==> src/rtl/tk_sched_pkg.sv <==
// Shared types and sizing for the ThreadKraken barrel-thread scheduler.
// lowest_set() gives the index of the least significant set bit, or 0 when the vector is empty.
package tk_sched_pkg;

  localparam int NUM_TRD = 8;
  localparam int TRD_W   = 3;

  typedef enum logic [1:0] {
    FREE  = 2'd0,
    RUN   = 2'd1,
    SLEEP = 2'd2,
    WAIT  = 2'd3
  } trd_state_t;

  function automatic logic [TRD_W-1:0] lowest_set(input logic [NUM_TRD-1:0] v);
    logic [TRD_W-1:0] idx;
    idx = '0;
    for (int i = NUM_TRD - 1; i >= 0; i--) begin
      if (v[i]) idx = TRD_W'(i);
    end
    return idx;
  endfunction

endpackage

==> src/rtl/trd_sched_rr_pick.sv <==
// Round-robin picker: first requester strictly after ptr, wrapping. Purely combinational.
// Never stalls; gnt_vld is low only when no thread is requesting.
module rr_pick
  import tk_sched_pkg::*;
(
  input  logic [NUM_TRD-1:0] req,
  input  logic [TRD_W-1:0]   ptr,
  output logic [TRD_W-1:0]   gnt_id,
  output logic               gnt_vld
);

  logic [TRD_W:0]       shamt;
  logic [2*NUM_TRD-1:0] msk;

  // Duplicating req and masking everything up to ptr in the low copy turns the
  // wrap-around search into a plain lowest-set-bit search over the doubled vector.
  always_comb begin
    shamt   = {1'b0, ptr} + (TRD_W+1)'(1);
    msk     = {req, req} & ({(2*NUM_TRD){1'b1}} << shamt);
    gnt_id  = '0;
    for (int i = 2*NUM_TRD - 1; i >= 0; i--) begin
      if (msk[i]) gnt_id = TRD_W'(i);
    end
    gnt_vld = |req;
  end

endmodule

==> src/rtl/trd_sched.sv <==
// Barrel-thread scheduler: per-thread lifecycle FSMs, spawn allocation and round-robin fetch issue.
// Issue is registered (1 cycle); stall holds the issue slot while thread FSMs keep updating.
module trd_sched
  import tk_sched_pkg::*;
#(
  parameter int MISS_LAT = 4
) (
  input  logic               clk,
  input  logic               rst,
  input  logic               stall,
  input  logic               spawn_req,
  output logic               spawn_ack,
  output logic [TRD_W-1:0]   spawn_id,
  input  logic               kill,
  input  logic               sleep,
  input  logic               wake,
  input  logic [TRD_W-1:0]   obj_trd,
  input  logic               i_miss,
  input  logic               d_miss,
  input  logic [TRD_W-1:0]   d_miss_trd,
  output logic [TRD_W-1:0]   trd_if,
  output logic               trd_if_vld,
  output logic [NUM_TRD-1:0] valid_trd,
  output logic [NUM_TRD-1:0] run_trd,
  output logic               running,
  output logic               trd_full,
  output logic               trd_of
);

  logic [NUM_TRD-1:0] free_trd;
  logic [NUM_TRD-1:0] elig;
  logic [TRD_W-1:0]   ptr;
  logic [TRD_W-1:0]   pick;
  logic               pick_vld;

  assign valid_trd = ~free_trd;
  assign running   = |valid_trd;
  assign trd_full  = ~|free_trd;
  assign spawn_ack = spawn_req & ~trd_full;
  assign spawn_id  = lowest_set(free_trd);

  for (genvar i = 0; i < NUM_TRD; i++) begin : g_trd
    localparam logic [TRD_W-1:0] ID     = TRD_W'(i);
    localparam trd_state_t       RST_ST = (i == 0) ? RUN : FREE;

    trd_state_t st, st_nxt;
    logic [3:0] cnt, cnt_nxt;

    // Priority chain: kill > sleep > miss > wake; spawn only ever targets a FREE thread.
    always_comb begin
      st_nxt  = st;
      cnt_nxt = cnt;
      if (kill && obj_trd == ID && st != FREE) begin
        st_nxt  = FREE;
        cnt_nxt = '0;
      end else if (sleep && obj_trd == ID && (st == RUN || st == WAIT)) begin
        st_nxt  = SLEEP;
        cnt_nxt = '0;
      end else if (st == RUN && ((d_miss && d_miss_trd == ID) ||
                                 (i_miss && trd_if_vld && trd_if == ID))) begin
        st_nxt  = WAIT;
        cnt_nxt = 4'(MISS_LAT);
      end else if (st == SLEEP && wake && obj_trd == ID) begin
        st_nxt  = RUN;
      end else if (st == WAIT) begin
        cnt_nxt = cnt - 4'd1;
        if (cnt == 4'd1) st_nxt = RUN;
      end else if (st == FREE && spawn_ack && spawn_id == ID) begin
        st_nxt  = RUN;
      end
    end

    always_ff @(posedge clk or posedge rst) begin
      if (rst) begin
        st  <= RST_ST;
        cnt <= '0;
      end else begin
        st  <= st_nxt;
        cnt <= cnt_nxt;
      end
    end

    assign free_trd[i] = (st == FREE);
    assign run_trd[i]  = (st == RUN);
    assign elig[i]     = (st_nxt == RUN);
  end

  rr_pick u_rr_pick (
    .req     (elig),
    .ptr     (ptr),
    .gnt_id  (pick),
    .gnt_vld (pick_vld)
  );

  always_ff @(posedge clk or posedge rst) begin
    if (rst) begin
      trd_if     <= '0;
      trd_if_vld <= 1'b0;
      ptr        <= TRD_W'(NUM_TRD - 1);
      trd_of     <= 1'b0;
    end else begin
      trd_of <= spawn_req & trd_full;
      if (stall) begin
        // A held thread that leaves RUN must not be presented to fetch as valid.
        if (!elig[trd_if]) trd_if_vld <= 1'b0;
      end else if (pick_vld) begin
        trd_if     <= pick;
        trd_if_vld <= 1'b1;
        ptr        <= pick;
      end else begin
        trd_if_vld <= 1'b0;
      end
    end
  end

endmodule

==> config.mk <==
export PLATFORM = sky130hd
export DESIGN_NAME = trd_sched
export DESIGN_NICKNAME = d
export VERILOG_FILES = /design/src/rtl/tk_sched_pkg.sv /design/src/rtl/trd_sched_rr_pick.sv /design/src/rtl/trd_sched.sv
export SDC_FILE = /design/constraint.sdc
export NUM_CORES = 1
export LEC_CHECK = 0
export BUFFER_PORTS_ARGS = -buffer_cell sky130_fd_sc_hd__buf_2
export CAP_MARGIN = 40
export CELL_PAD_IN_SITES_DETAIL_PLACEMENT = 1
export CELL_PAD_IN_SITES_GLOBAL_PLACEMENT = 2
export CORE_ASPECT_RATIO = 0.7
export CORE_MARGIN = 2
export CORE_UTILIZATION = 40
export DETAILED_ROUTE_END_ITERATION = 12
export PLACE_DENSITY_LB_ADDON = 0.2
export SLEW_MARGIN = 5
export SYNTH_ARGS = -nofsm -noshare
export SYNTH_HDL_FRONTEND = slang
export SYNTH_HIERARCHICAL = 1
export SYNTH_SLANG_ARGS = --single-unit
export TNS_END_PERCENT = 1
==> constraint.sdc <==
create_clock -name clk -period 6.7 [get_ports clk]
set_clock_uncertainty 0.15 [all_clocks]
set_input_delay 1.34 -clock clk [delete_from_list [all_inputs] [get_ports clk]]
set_output_delay 1.34 -clock clk [all_outputs]
set_load 0.05 [all_outputs]
# == Yosys cells after proc, flatten, opt, wreduce, memory -nomap -nowiden ==
# Index checks and enable logic that the tools add are counted.
# totals
word_cells,384
in_bits,15
reg_bits,56
output_inout_bits,27
# classes
n_mux,125
n_bitwise,5
shift,1
n_reduce_logical,146
eq_ne,77
addsub,9
magnitude_cmp,1
# op_table
op,n
4-bit two-way mux,40
2-bit two-way mux,56
1-bit logical AND,89
3-bit two-way mux,24
3-bit equality test (second input constant),16
2-bit by 1-bit equality test with 1-bit output (second input constant),16
2-bit equality test (second input constant),16
4-bit by 1-bit equality test with 1-bit output (second input constant),8
4-bit inequality test (second input constant),8
4-bit nonzero test,8
4-bit by 1-bit subtractor with 4-bit output (second input constant),8
3-bit by 2-bit equality test with 1-bit output (second input constant),8
8-bit OR reduction,3
2-bit AND reduction,9
16-bit bitwise AND,1
2-bit logical NOT,8
1-bit logical OR,16
2-bit nonzero test,8
16-bit by 4-bit left shift with 16-bit output (first input constant),1
3-bit by 1-bit equality test with 1-bit output (second input constant),4
3-bit logical NOT,4
8-bit inverter,1
3-bit by 1-bit adder with 4-bit output (second input constant),1
3-bit by 4-bit less-than comparator with 1-bit output (second input constant),1
other kinds (6),10

# == Logic depth before layout (Yosys ltp) ==
# Gate-level depths: netlist of run 1.
# depth
ltp_word,35
depth_mapped,14
ltp_nobuf,13

# == Modules after synthesis ==
# The synthesis of run 1 kept the hierarchy.
# by_module_without_submodules
mod,cells_each,area_per_inst_um2,n_inst,seq_area_each_um2
trd_sched,454,3997.6,1,1406.3
rr_pick,63,414.1,1,0.0

# == Worst setup path before layout of run 1 ==
# OpenSTA, ideal clock, no wires.
# synth_path
kind,reg2out
start,register g_trd[0].st[0]
end,output spawn_ack
stages_incl_launch_ff,5
arrival_time_ns,2.235
required_time_ns,5.210
n_path_buf,1
slack_ns,2.975
cell_sequence,dfstp_2 > clkbuf_8 > o22ai_1 > nor4_2 > nor2b_1
# synth_between
elab_chain_len,3
# synth_lines
item,line_no,rtl
start: declaration,trd_sched.sv:46,"trd_state_t st, st_nxt;"
start signal: assignment,trd_sched.sv:78,st <= st_nxt;
2-bit logical NOT,trd_sched.sv:83,assign free_trd[i] = (st == FREE);
8-bit OR reduction,trd_sched.sv:38,assign trd_full = ~|free_trd;
1-bit bitwise AND,trd_sched.sv:39,assign spawn_ack = spawn_req & ~trd_full;
end: declaration,trd_sched.sv:12,"output logic spawn_ack,"
# Every way passes these cells.

# == Worst setup path in the final report of run 1 ==
# layout_path
start,input sleep
end,register trd_if[0]
# layout_between
elab_cells_between_ends,59
cone_classes,8 x eq/ne; 32 x mux; 1 x bitwise; 18 x reduce/logical
# layout_lines
item,line_no,rtl
start: declaration,trd_sched.sv:15,"input logic sleep,"
1-bit logical AND (*) (2 in a row),trd_sched.sv:56,end else if (sleep && obj_trd == ID && (st == RUN || st == WAIT)) begin
2-bit two-way mux (*),trd_sched.sv:56,
2-bit two-way mux (*),trd_sched.sv:53,if (kill && obj_trd == ID && st != FREE) begin
2-bit by 1-bit equality test with 1-bit output (*),trd_sched.sv:85,assign elig[i] = (st_nxt == RUN);
named net elig[2],trd_sched.sv:31,logic [NUM_TRD-1:0] elig;
16-bit bitwise AND (*),trd_sched_rr_pick.sv:19,"msk = {req, req} & ({(2*NUM_TRD){1'b1}} << shamt);"
3-bit two-way mux (8 in a row),trd_sched_rr_pick.sv:22,if (msk[i]) gnt_id = TRD_W'(i);
3-bit two-way mux (*) (3 in a row),trd_sched_rr_pick.sv:22,
named net pick[0],trd_sched.sv:33,logic [TRD_W-1:0] pick;
end signal: assignment,trd_sched.sv:107,trd_if <= pick;
end: declaration,trd_sched.sv:21,"output logic [TRD_W-1:0] trd_if,"
# The timed path passes the listed nets; every way through them passes the cells marked *.
# A chain may end at the register's enable or synchronous reset.

==> results of run 1 <==
-- registers in the layout (all words and copies together) (netlist names) --
name / flops
trd_if: 3
trd_if_vld: 1
g_trd.cnt: 32
ptr: 3
g_trd.st: 16
trd_of: 1
-- metrics by stage --
| stage | instances | instance area (um2) | power, W |
|---|---|---|---|
| floorplan | 517 | 4410 | 0.00208 |
| global placement | 686 | 4590 | 0.00243 |
| detailed placement | 686 | 4590 | 0.00246 |
| CTS | 694 | 4770 | 0.00279 |
| global route | 694 | 4770 | 0.00302 |
| finish | 694 | 4770 | 0.00280 |
-- worst max-delay path, cell delays in order --
cell	delay (ns)
buf_2	0.21
nor2_1	0.32
a2bb2oi_1	0.38
o21ai_4	0.13
nor3_1	0.55
nor2b_1	0.29
o21ai_1	0.15
a211o_1	0.34
a21oi_1	0.15
a222oi_1	0.10
nand2_1	0.10
o21ai_0	0.09
-- power by group through the flow --
stage,clock (W),sequential (W),combinational [W]
global placement,0,0.000766,0.00166
detailed placement,0,0.000769,0.00169
CTS,0.000333,0.000764,0.00170
finish,0.000325,0.000769,0.00170
global route,0.000347,0.000801,0.00187
floorplan,0,0.000668,0.00141
-- worst paths after layout --
path | from | end | slack (ns) | cells past startpoint
worst max-delay path | sleep | trd_if[0] | 2.56 | 12
worst min-delay path | ptr[0] | ptr[0] | 0.37 | 2
worst max register to register | g_trd[5].st[1] | trd_if[1] | 3.32 | 11
worst min register to register | ptr[0] | ptr[0] | 0.37 | 2
max in group asynchronous | rst | trd_if[2] | 4.82 | 3
min in group asynchronous | rst | g_trd[6].cnt[0] | 1.08 | 3
-- cell usage after synthesis, drive strengths merged, types with 9 or more instances --
| cell | n | area, um2 |
|---|---|---|
| xnor2 | 17 | 149 |
| nand2 | 46 | 173 |
| buf | 16 | 131 |
| ha | 20 | 250 |
| nand2b | 12 | 75.1 |
| nor3 | 16 | 90.1 |
| o21ai | 20 | 111 |
| o22ai | 9 | 68.8 |
| nor2 | 63 | 241 |
| nor4 | 18 | 131 |
| nor2b | 13 | 81.3 |
| clkbuf | 10 | 97.6 |
| dfrtp | 52 | 1300 |
| a21boi | 9 | 67.6 |
| inv | 38 | 143 |
| nand3 | 17 | 85.1 |
| a21oi | 27 | 135 |
-- layer usage --
layer	global-route usage, %	share of wire [%]	wire length, um
met5	0	0	0
met4	4.84	0.76	104
met3	3.33	4.9	670
met2	35.7	43	5900
met1	37.3	51	6950
-- kinds of logic after synthesis --
group | count (synthesis)
and+or+nand+nor | 229
AOI/OAI and AO/OA | 125
buffers and inverters | 64
DFF | 56
xor gates and xnor gates | 23
adders and majority gates | 20
-- layout make-up --
class	count	area, um2	area share [%]
multi-input combinational	397	2630	55.2
sequential	56	1410	29.5
timing repair buffer	42	213	4.46
tap	153	191	4.01
clock buffer	7	153	3.20
inverter	38	143	2.99
clock inverter	1	30.0	0.630
==> summary.txt, run 1 <==
Clock Power Share -> 11.6%
Worst Setup Path Type -> input pin to register
Layout cells sized above 1 -> 15.7%
Complex-gate fraction of the synthesized area -> 21.5%
RSZ-0062 raised after global routing -> false
I/O Buffers -> 41
# resized after CTS -> 0
Startpoint type of the worst setup path -> input pin
NetSw -> 0.00152 W
Worst min path class -> register to register
Via total after detailed routing -> 3989
Antenna-violating nets left -> 0
Final setup violation count -> 0
Std-Cell Rows -> 32
Final hold vios -> 0
Hold slack -> 0.372 ns
Register area share after synthesis -> 31.9%
Commonest non-fill, non-tap cell in the layout -> nor2_1
Post-Synth Adder-Cell Area -> 5.67%
Vias in the first global route -> 4065
CTS max path bufs -> 2
Synth Area in XOR/XNOR -> 4.57%
Root Buffer -> clkbuf_16
Synthesized netlist cell count -> 517
Post-Route WL -> 13.6 mm
CTS Hold Buffers Added -> 0
Fillers -> 1341
H-tree Lvls -> 2
DRC -> 0
FFs w/ async S/R, synth -> 100%
Initial DRT Pass Iterations -> 5
Worst Path Arrival -> 4.15 ns
Clock-pin slew on the worst setup and hold paths -> 0.07 ns
Clock Latency Late Sink -> 0.30 ns
Status -> complete, no violations
Worst EP required -> 6.71 ns
Max cap viols -> 0
Core region area -> 10900 um2
Final Wtd Congestion -> 0.866
Die Span X -> 130 um
Main combinational cell family by area after synthesis -> simple AND/OR/NAND/NOR gates
Nets -> 575
Final min period -> 4.14 ns
Crit path capture type -> register
Post-CTS Setup Bufs -> 0
Main synth FF type -> dfrtp_1
Layout Utilization -> 43.8%
Final WS setup -> 2.56 ns
Ant diodes -> 0
Rel. slew slack -> 51.1%
Layout area overhead -> 8.11%
PD cells -> 587 nW/um2
Die Y-Extent -> 91.9 um
Mux share of post-synthesis cell area -> 0%
1st-iter DRT viols -> 246
Synthesized area per cell -> 8.53 um2
Post-synth EDFFs -> 0
CTS Buf Count -> 5
Sequential power share -> 27.5%
Library cells used by synthesis -> 83
WL/cell -> 19.6 um
Initial antenna violation count -> 0
Int Pwr -> 0.00128 W
IO Pins -> 42
Setup TNS -> 0 ns
Combinational Power Share -> 60.9%
Slew Limit Fails -> 0
Slew of the pin with the lowest slew margin -> 0.734 ns
Ys Warns -> 6
Sw frac -> 54.2%
Max Fanout on Critical Path -> 14
First-pass GRT wire length -> 22.4 mm
Initial Util -> 40.5%
VDD IR-drop max -> 0.271 mV
DPL Wire Length -> 10.5 mm
Dpl ws -> 2.37 ns
Post-route clock period utilization -> 61.7%
Most frequent cells in the layout -> 61 x nor2_1, 52 x dfrtp_1, 46 x nand2_1
Total gr overflow -> 0
Die ar. -> 11900 um2
CTS tree -> yes
Via density -> 5.75
Synth Cell Area -> 4410 um2
Largest net degree at the start of global routing -> 57
Maximum clock rate -> 0.242 GHz
Total Routing Usage GR -> 24.1%
Post-Syn Nets -> 552
P_leak -> 2.04 nW
CTS sink count -> 56
Simple-Gate Fraction of Synth Area -> 27.9%
Flops & latches, synth -> 56
No activity file was read; power rests on OpenSTA's default activity.
==> run 2: changes to the inputs <==
Settings changed: ABC_AREA from default to 1, CORE_UTILIZATION 40 to 30.
Clock period 6.7 ns to 3.5 ns, I/O delays scaled along.
==> run 2 against run 1 <==
Against the previous run:
- non-clock buffer count up 2
- register-to-register slack got worse by 2.8 ns
- sequential share of layout area hardly changed
- clock power rose by 71%
- via count down 0.33%
- combinational power is 91% higher
- core utilization is 8.1 points lower
- largest cell class unchanged
- largest power group unchanged
==> summary.txt, run 2 <==
Initial Util -> 31.2% (-9.4 points)
Clock Power Share -> 10.9% (-0.7 points)
WL/cell -> 15.2 um (-23%)
Post-route clock period utilization -> 86.0%
Crit-path leading delay family -> simple AND/OR/NAND/NOR gates
I/O Buffers -> 41 (unchanged)
Sw frac -> 55.7% (+1.4 points)
Layout area overhead -> 14.5%
Slew of the pin with the lowest slew margin -> 0.791 ns (+0.0575 ns)
Nets -> 699 (+22%)
Final min period -> 3.01 ns
Int Pwr -> 0.00226 W (+76%)
Worst EP required -> 3.58 ns (-3.13 ns)
Flops & latches, synth -> 56 (unchanged)
Final setup violation count -> 0 (unchanged)
First-pass GRT wire length -> 21.1 mm (-5.9%)
Commonest cells in the netlist -> 160 x nand2_1, 102 x inv_1, 83 x nor2_1
Vias in the first global route -> 4043 (-0.54%)
Root Buffer -> clkbuf_16
Setup TNS -> 0 ns (unchanged)
Via density -> 4.68 (-19%)
Max reg flops -> 32 (unchanged)
Core region area -> 13400 um2 (+23%)
Sequential power share -> 25.5% (-2.0 points)
Antenna-violating nets left -> 0 (unchanged)
Ys Warns -> 6 (unchanged)
Die ar. -> 14800 um2 (+25%)
Synth Cell Area -> 4160 um2 (-5.7%)
Dpl ws -> 0.273 ns (-2.09 ns)
Post-CTS Setup Bufs -> 0 (unchanged)
Max Fanout on Critical Path -> 5 (-9)
P_leak -> 2.62 nW (+28%)
1st-iter DRT viols -> 149 (-39%)
Worst Path Arrival -> 3.09 ns (-1.06 ns)
DPL Wire Length -> 10.5 mm (-0.32%)
CTS Buf Count -> 5 (unchanged)
H-tree Lvls -> 2 (unchanged)
Placed cells -> 842 (+23%)
Post-Route WL -> 12.9 mm (-5.1%)
CTS max path bufs -> 2 (unchanged)
Rel. slew slack -> 47.2% (-3.8 points)
Max incr delay on CP -> 0.58 ns (+0.03 ns)
Worst min path class -> register to register
Ant diodes -> 0 (unchanged)
Largest net degree at the start of global routing -> 57 (unchanged)
Synthesized netlist cell count -> 614 (+19%)
CTS Hold Buffers Added -> 0 (unchanged)
Final WS setup -> 0.492 ns (-2.07 ns)
IO Pins -> 42 (unchanged)
Biggest register -> g_trd.cnt
Slew Limit Fails -> 0 (unchanged)
Maximum clock rate -> 0.332 GHz
Layout cells sized above 1 -> 15.8% (+0.078 points)
Library cells used by synthesis -> 36 (-57%)
# resized after CTS -> 0 (unchanged)
Synth area leader -> dfrtp_1
VDD IR-drop max -> 0.330 mV (+22%)
Register area share after synthesis -> 33.8% (+1.9 points)
Post-Syn Nets -> 649 (+18%)
Max cap viols -> 0 (unchanged)
Regs by FF count -> g_trd.cnt x32, g_trd.st x16
Status -> complete, no violations
DRC -> 0 (unchanged)
NetSw -> 0.00283 W (+87%)
Final cell count without fillers -> 850 (+22%)
FFs w/ async S/R, synth -> 100% (unchanged)
Slowest-stage cell, CP -> dfstp_2
Critical-path cell list -> nor2_1 -> nor2_2 -> nand2_1 -> nor2_1 -> nor2_2 -> nand3_1 -> nand3_2 -> nand3_1 -> inv_1 -> and3_1 -> a21oi_1 -> and2_1 -> nand2_1 -> a31oi_1 -> o31ai_1 -> nor2_1 -> nand2_1 -> o21ai_0
Synth area leaders -> dfrtp_1 31%, nand2_1 14%, inv_1 9.2%, nor2_1 7.5%, ha_1 6.0%
Final hold vios -> 0 (unchanged)
Crit path capture type -> register
CTS sink count -> 56 (unchanged)
Std-Cell Rows -> 35 (+9.4%)
Post-synth EDFFs -> 0 (unchanged)
Commonest non-fill, non-tap cell in the layout -> nand2_1
Cell with the most instances after synthesis -> nand2_1
Combinational Power Share -> 63.6% (+2.7 points)
Die Y-Extent -> 103 um (+12%)
Main synth FF type -> dfrtp_1
Most frequent cells in the layout -> 160 x nand2_1, 101 x inv_1, 83 x nor2_1
Worst Setup Path Type -> register to register
PD cells -> 1070 nW/um2 (+82%)
Startpoint type of the worst setup path -> register
Synth top area share -> 31.3% (+1.8 points)
Clock Latency Late Sink -> 0.30 ns (about the same)
Initial antenna violation count -> 0 (unchanged)
Via total after detailed routing -> 3976 (-0.33%)
Synthesized area per cell -> 6.78 um2 (-21%)
CTS tree -> yes
RSZ-0062 raised after global routing -> false
Die Span X -> 145 um (+12%)
Total gr overflow -> 0 (unchanged)
Final Wtd Congestion -> 0.859 (-0.79%)
Buffers & Inverters on Critical Path -> 1 (unchanged)
Initial DRT Pass Iterations -> 4 (-1)
Clock-pin slew on the worst setup and hold paths -> 0.07 ns (about the same)
Total Routing Usage GR -> 18.5% (-5.6 points)
run 2: power groups by stage:
stage	clock network [W]	registers (W)	logic (W)
floorplan	0	0.00130	0.00241
global placement	0	0.00129	0.00320
detailed placement	0	0.00130	0.00325
CTS	0.000578	0.00129	0.00327
global route	0.000601	0.00134	0.00365
finish	0.000557	0.00130	0.00324
run 2: worst paths after layout:
path / cells after the start / slack, ns / from / end
setup / recovery: 18 / 0.49 / g_trd[0].st[0] / trd_if[2]
hold / removal: 2 / 0.35 / ptr[0] / ptr[0]
setup reg to reg: 18 / 0.49 / g_trd[0].st[0] / trd_if[2]
hold reg to reg: 2 / 0.35 / ptr[0] / ptr[0]
max in group asynchronous: 3 / 2.21 / rst / trd_if[0]
min in group asynchronous: 3 / 0.45 / rst / g_trd[1].cnt[3]
run 2: stage by stage:
stage	cell area, um2	utilization, %	total power, W	hold WS, ns
floorplan	4160	-	0.00371	0.318
global placement	4610	34.5	0.00449	0.336
detailed placement	4610	34.5	0.00456	0.343
CTS	4770	35.7	0.00514	0.356
global route	4770	35.7	0.00559	0.369
finish	4770	35.7	0.00509	0.347
run 2: metal layers:
metal  vias to the layer above  global-route usage, %  part of all wire (%)
met5                         -                      0                     0
met4                         0                   3.29                  0.89
met3                        10                   3.30                   2.3
met2                        35                   28.6                    42
met1                      1897                   27.3                    55
li1                       2034                      -                     -
run 2: worst reg2reg max path, delay by kind of cell (launching register included):
| kind | cells | cell delay, ns |
|---|---|---|
| AND/OR/NAND/NOR | 13 | 1.58 |
| flip-flops | 1 | 0.58 |
| AO/OA/AOI/OAI | 4 | 0.51 |
| buffers and inverters | 1 | 0.09 |
run 2: area by class of cell:
type	instances	area [um2]
Sequential cell	56	1410
Fill cell	1726	8590
Timing Repair Buffer	44	228
Tap cell	185	231
Multi-Input combinational cell	446	2330
Clock buffer	8	156
Inverter	111	417
run 2: cells by family after synthesis:
group	synth area share, %
compound gates	8.96
buf+inv	10.3
flops	33.8
xor+xnor	3.16
fa+ha+maj	6.01
simple gates	37.8
==> run 3: changes to the inputs <==
Settings changed: RECOVER_POWER from default to 100.
==> run 3 against run 2 <==
Against the previous run:
- the flow now finishes with violations (capacitance limit, slew limit)
- final area is 1.6% lower
- first-iteration DRC count is 13% higher
- setup slack worse by 0.092 ns
- fmax is 3.0% lower
- hold slack hardly changed
- combinational power is 2% lower
- final cell count stayed put
- power is 1.4% lower
- global-route usage stayed put
- clock power hardly changed
- register-to-register slack worse by 0.09 ns
- critical endpoint unchanged
- largest cell class unchanged
- highest routed layer unchanged
==> summary.txt, run 3 (synthesis gave the netlist of run 2 again) <==
H-tree Lvls -> 2 (unchanged)
Worst min path class -> register to register
Failing checks -> capacitance limit, slew limit
Ant diodes -> 0 (unchanged)
PD cells -> 1070 nW/um2 (+0.22%)
WL/cell -> 15.3 um (+0.45%)
Antenna-violating nets left -> 0 (unchanged)
Via total after detailed routing -> 3965 (-0.28%)
CTS Hold Buffers Added -> 0 (unchanged)
Max Fanout on Critical Path -> 5 (unchanged)
CTS max path bufs -> 2 (unchanged)
I/O Buffers -> 41 (unchanged)
Post-route clock period utilization -> 88.6% (+2.6 points)
Final hold vios -> 0 (unchanged)
Std-Cell Rows -> 35 (unchanged)
RSZ-0062 raised after global routing -> false
VDD IR-drop max -> 0.329 mV (-0.28%)
Final setup violation count -> 0 (unchanged)
First-pass GRT wire length -> 21.1 mm (unchanged)
Sw frac -> 56.3% (+0.64 points)
Maximum clock rate -> 0.323 GHz (-3.0%)
Crit path capture type -> register
IO Pins -> 42 (unchanged)
Die Span X -> 145 um (unchanged)
CTS sink count -> 56 (unchanged)
Layout Utilization -> 35.1% (-0.58 points)
Total gr overflow -> 0 (unchanged)
Setup TNS -> 0 ns (unchanged)
Core region area -> 13400 um2 (unchanged)
Commonest non-fill, non-tap cell in the layout -> nand2_1
Startpoint type of the worst setup path -> register
Clock Power Share -> 11.1% (+0.2 points)
Nets -> 699 (unchanged)
Max reg flops -> 32 (unchanged)
Total Routing Usage GR -> 18.5% (unchanged)
Combinational Power Share -> 63.2% (-0.4 points)
Sequential power share -> 25.7% (+0.2 points)
Rel. slew slack -> -2.54% (-50 points)
Worst Setup Path Type -> register to register
Die Y-Extent -> 103 um (unchanged)
Biggest register -> g_trd.cnt
CTS Buf Count -> 5 (unchanged)
Initial antenna violation count -> 0 (unchanged)
Worst EP required -> 3.58 ns (about the same)
Post-CTS Setup Bufs -> 0 (unchanged)
NetSw -> 0.00283 W (-0.28%)
Final min period -> 3.10 ns (+0.0918 ns)
Slew Limit Fails -> 57 (+57)
Layout area overhead -> 12.7%
Vias in the first global route -> 4043 (unchanged)
Final Wtd Congestion -> 0.859 (unchanged)
Die ar. -> 14800 um2 (unchanged)
Initial DRT Pass Iterations -> 4 (unchanged)
Via density -> 4.66 (-0.28%)
Worst Path Arrival -> 3.18 ns (+0.09 ns)
Clock Latency Late Sink -> 0.30 ns (about the same)
Max cap viols -> 1 (+1)
Largest net degree at the start of global routing -> 57 (unchanged)
CTS tree -> yes
Int Pwr -> 0.00219 W (-2.8%)
Root Buffer -> clkbuf_16
Regs by FF count -> g_trd.cnt x32, g_trd.st x16
1st-iter DRT viols -> 169 (+13%)
Initial Util -> 31.2% (unchanged)
# resized after CTS -> 0 (unchanged)
Layout cells sized above 1 -> 9.47% (-6.3 points)
Post-Route WL -> 13.0 mm (+0.45%)
DRC -> 0 (unchanged)
Most frequent cells in the layout -> 162 x nand2_1, 103 x inv_1, 85 x nor2_1
Clock-pin slew on the worst setup and hold paths -> 0.08 ns (about the same)
DPL Wire Length -> 10.5 mm (unchanged)
Slew of the pin with the lowest slew margin -> 1.54 ns (+0.747 ns)
P_leak -> 2.52 nW (-3.6%)
Status -> finished, violations left
## run 3: cell types whose count changed in the layout (fill, tap and decap cells not counted), sizes merged
cell,before,now
buf,44,12
clkbuf,8,40
## run 3: cell type report
cell class                 count  area, um2
inverter                     111        417
tap                          185        231
multi-input combinational    446       2300
clock buffer                   8        156
fill                        1731       8670
timing repair buffer          44        181
sequential                    56       1410
## run 3: routing by layer
| metal | GRT usage [%] | wire (um) | vias up |
|---|---|---|---|
| met4 | 3.29 | 116 | 0 |
| met2 | 28.6 | 5440 | 31 |
| met5 | 0 | 0 | - |
| met3 | 3.30 | 331 | 10 |
| met1 | 27.3 | 7100 | 1891 |
| li1 | - | - | 2033 |
## run 3: worst paths after layout
kind                                     start  depth (start not counted)              end  slack, ns
worst max-delay path            g_trd[0].st[0]                         18        trd_if[2]       0.40
min in group asynchronous                  rst                          3  g_trd[1].cnt[3]       0.75
max in group asynchronous                  rst                          3        trd_if[0]       1.51
worst min-delay path                    ptr[0]                          2           ptr[0]       0.35
worst max register to register  g_trd[0].st[0]                         18        trd_if[2]       0.40
worst min register to register          ptr[0]                          2           ptr[0]       0.35
## run 3: through the flow
stage	total power [W]	cell area [um2]	setup WS (ns)	cells	hold WS (ns)
6_report	0.00502	4690	0.400	850	0.347
2_1_floorplan	0.00371	4160	0.141	614	0.318
4_1_cts	0.00514	4770	0.502	850	0.356
3_3_place_gp	0.00449	4610	0.289	842	0.336
3_5_place_dp	0.00456	4610	0.273	842	0.343
5_1_grt	0.00553	4690	0.113	850	0.369
## run 3: critical path, stage by stage, from the launching register on
cell and delay, ns:
dfstp_1 0.60, nor2_1 0.11, nor2_2 0.18, nand2_1 0.08
nor2_1 0.21, nor2_1 0.10, nand3_1 0.12, nand3_2 0.09
nand3_1 0.14, inv_1 0.10, and3_1 0.20, a21oi_1 0.19
and2_0 0.18, nand2_1 0.06, a31oi_1 0.15, o31ai_1 0.08
nor2_1 0.09, nand2_1 0.10, o21ai_0 0.10
## run 3: power by group through the flow
stage / Combinational (W) / Clock (W) / Sequential, W
after floorplan: 0.00241 / 0 / 0.00130
after detailed placement: 0.00325 / 0 / 0.00130
after CTS: 0.00327 / 0.000578 / 0.00129
after global routing: 0.00359 / 0.000601 / 0.00134
after global placement: 0.00320 / 0 / 0.00129
final: 0.00317 / 0.000558 / 0.00129
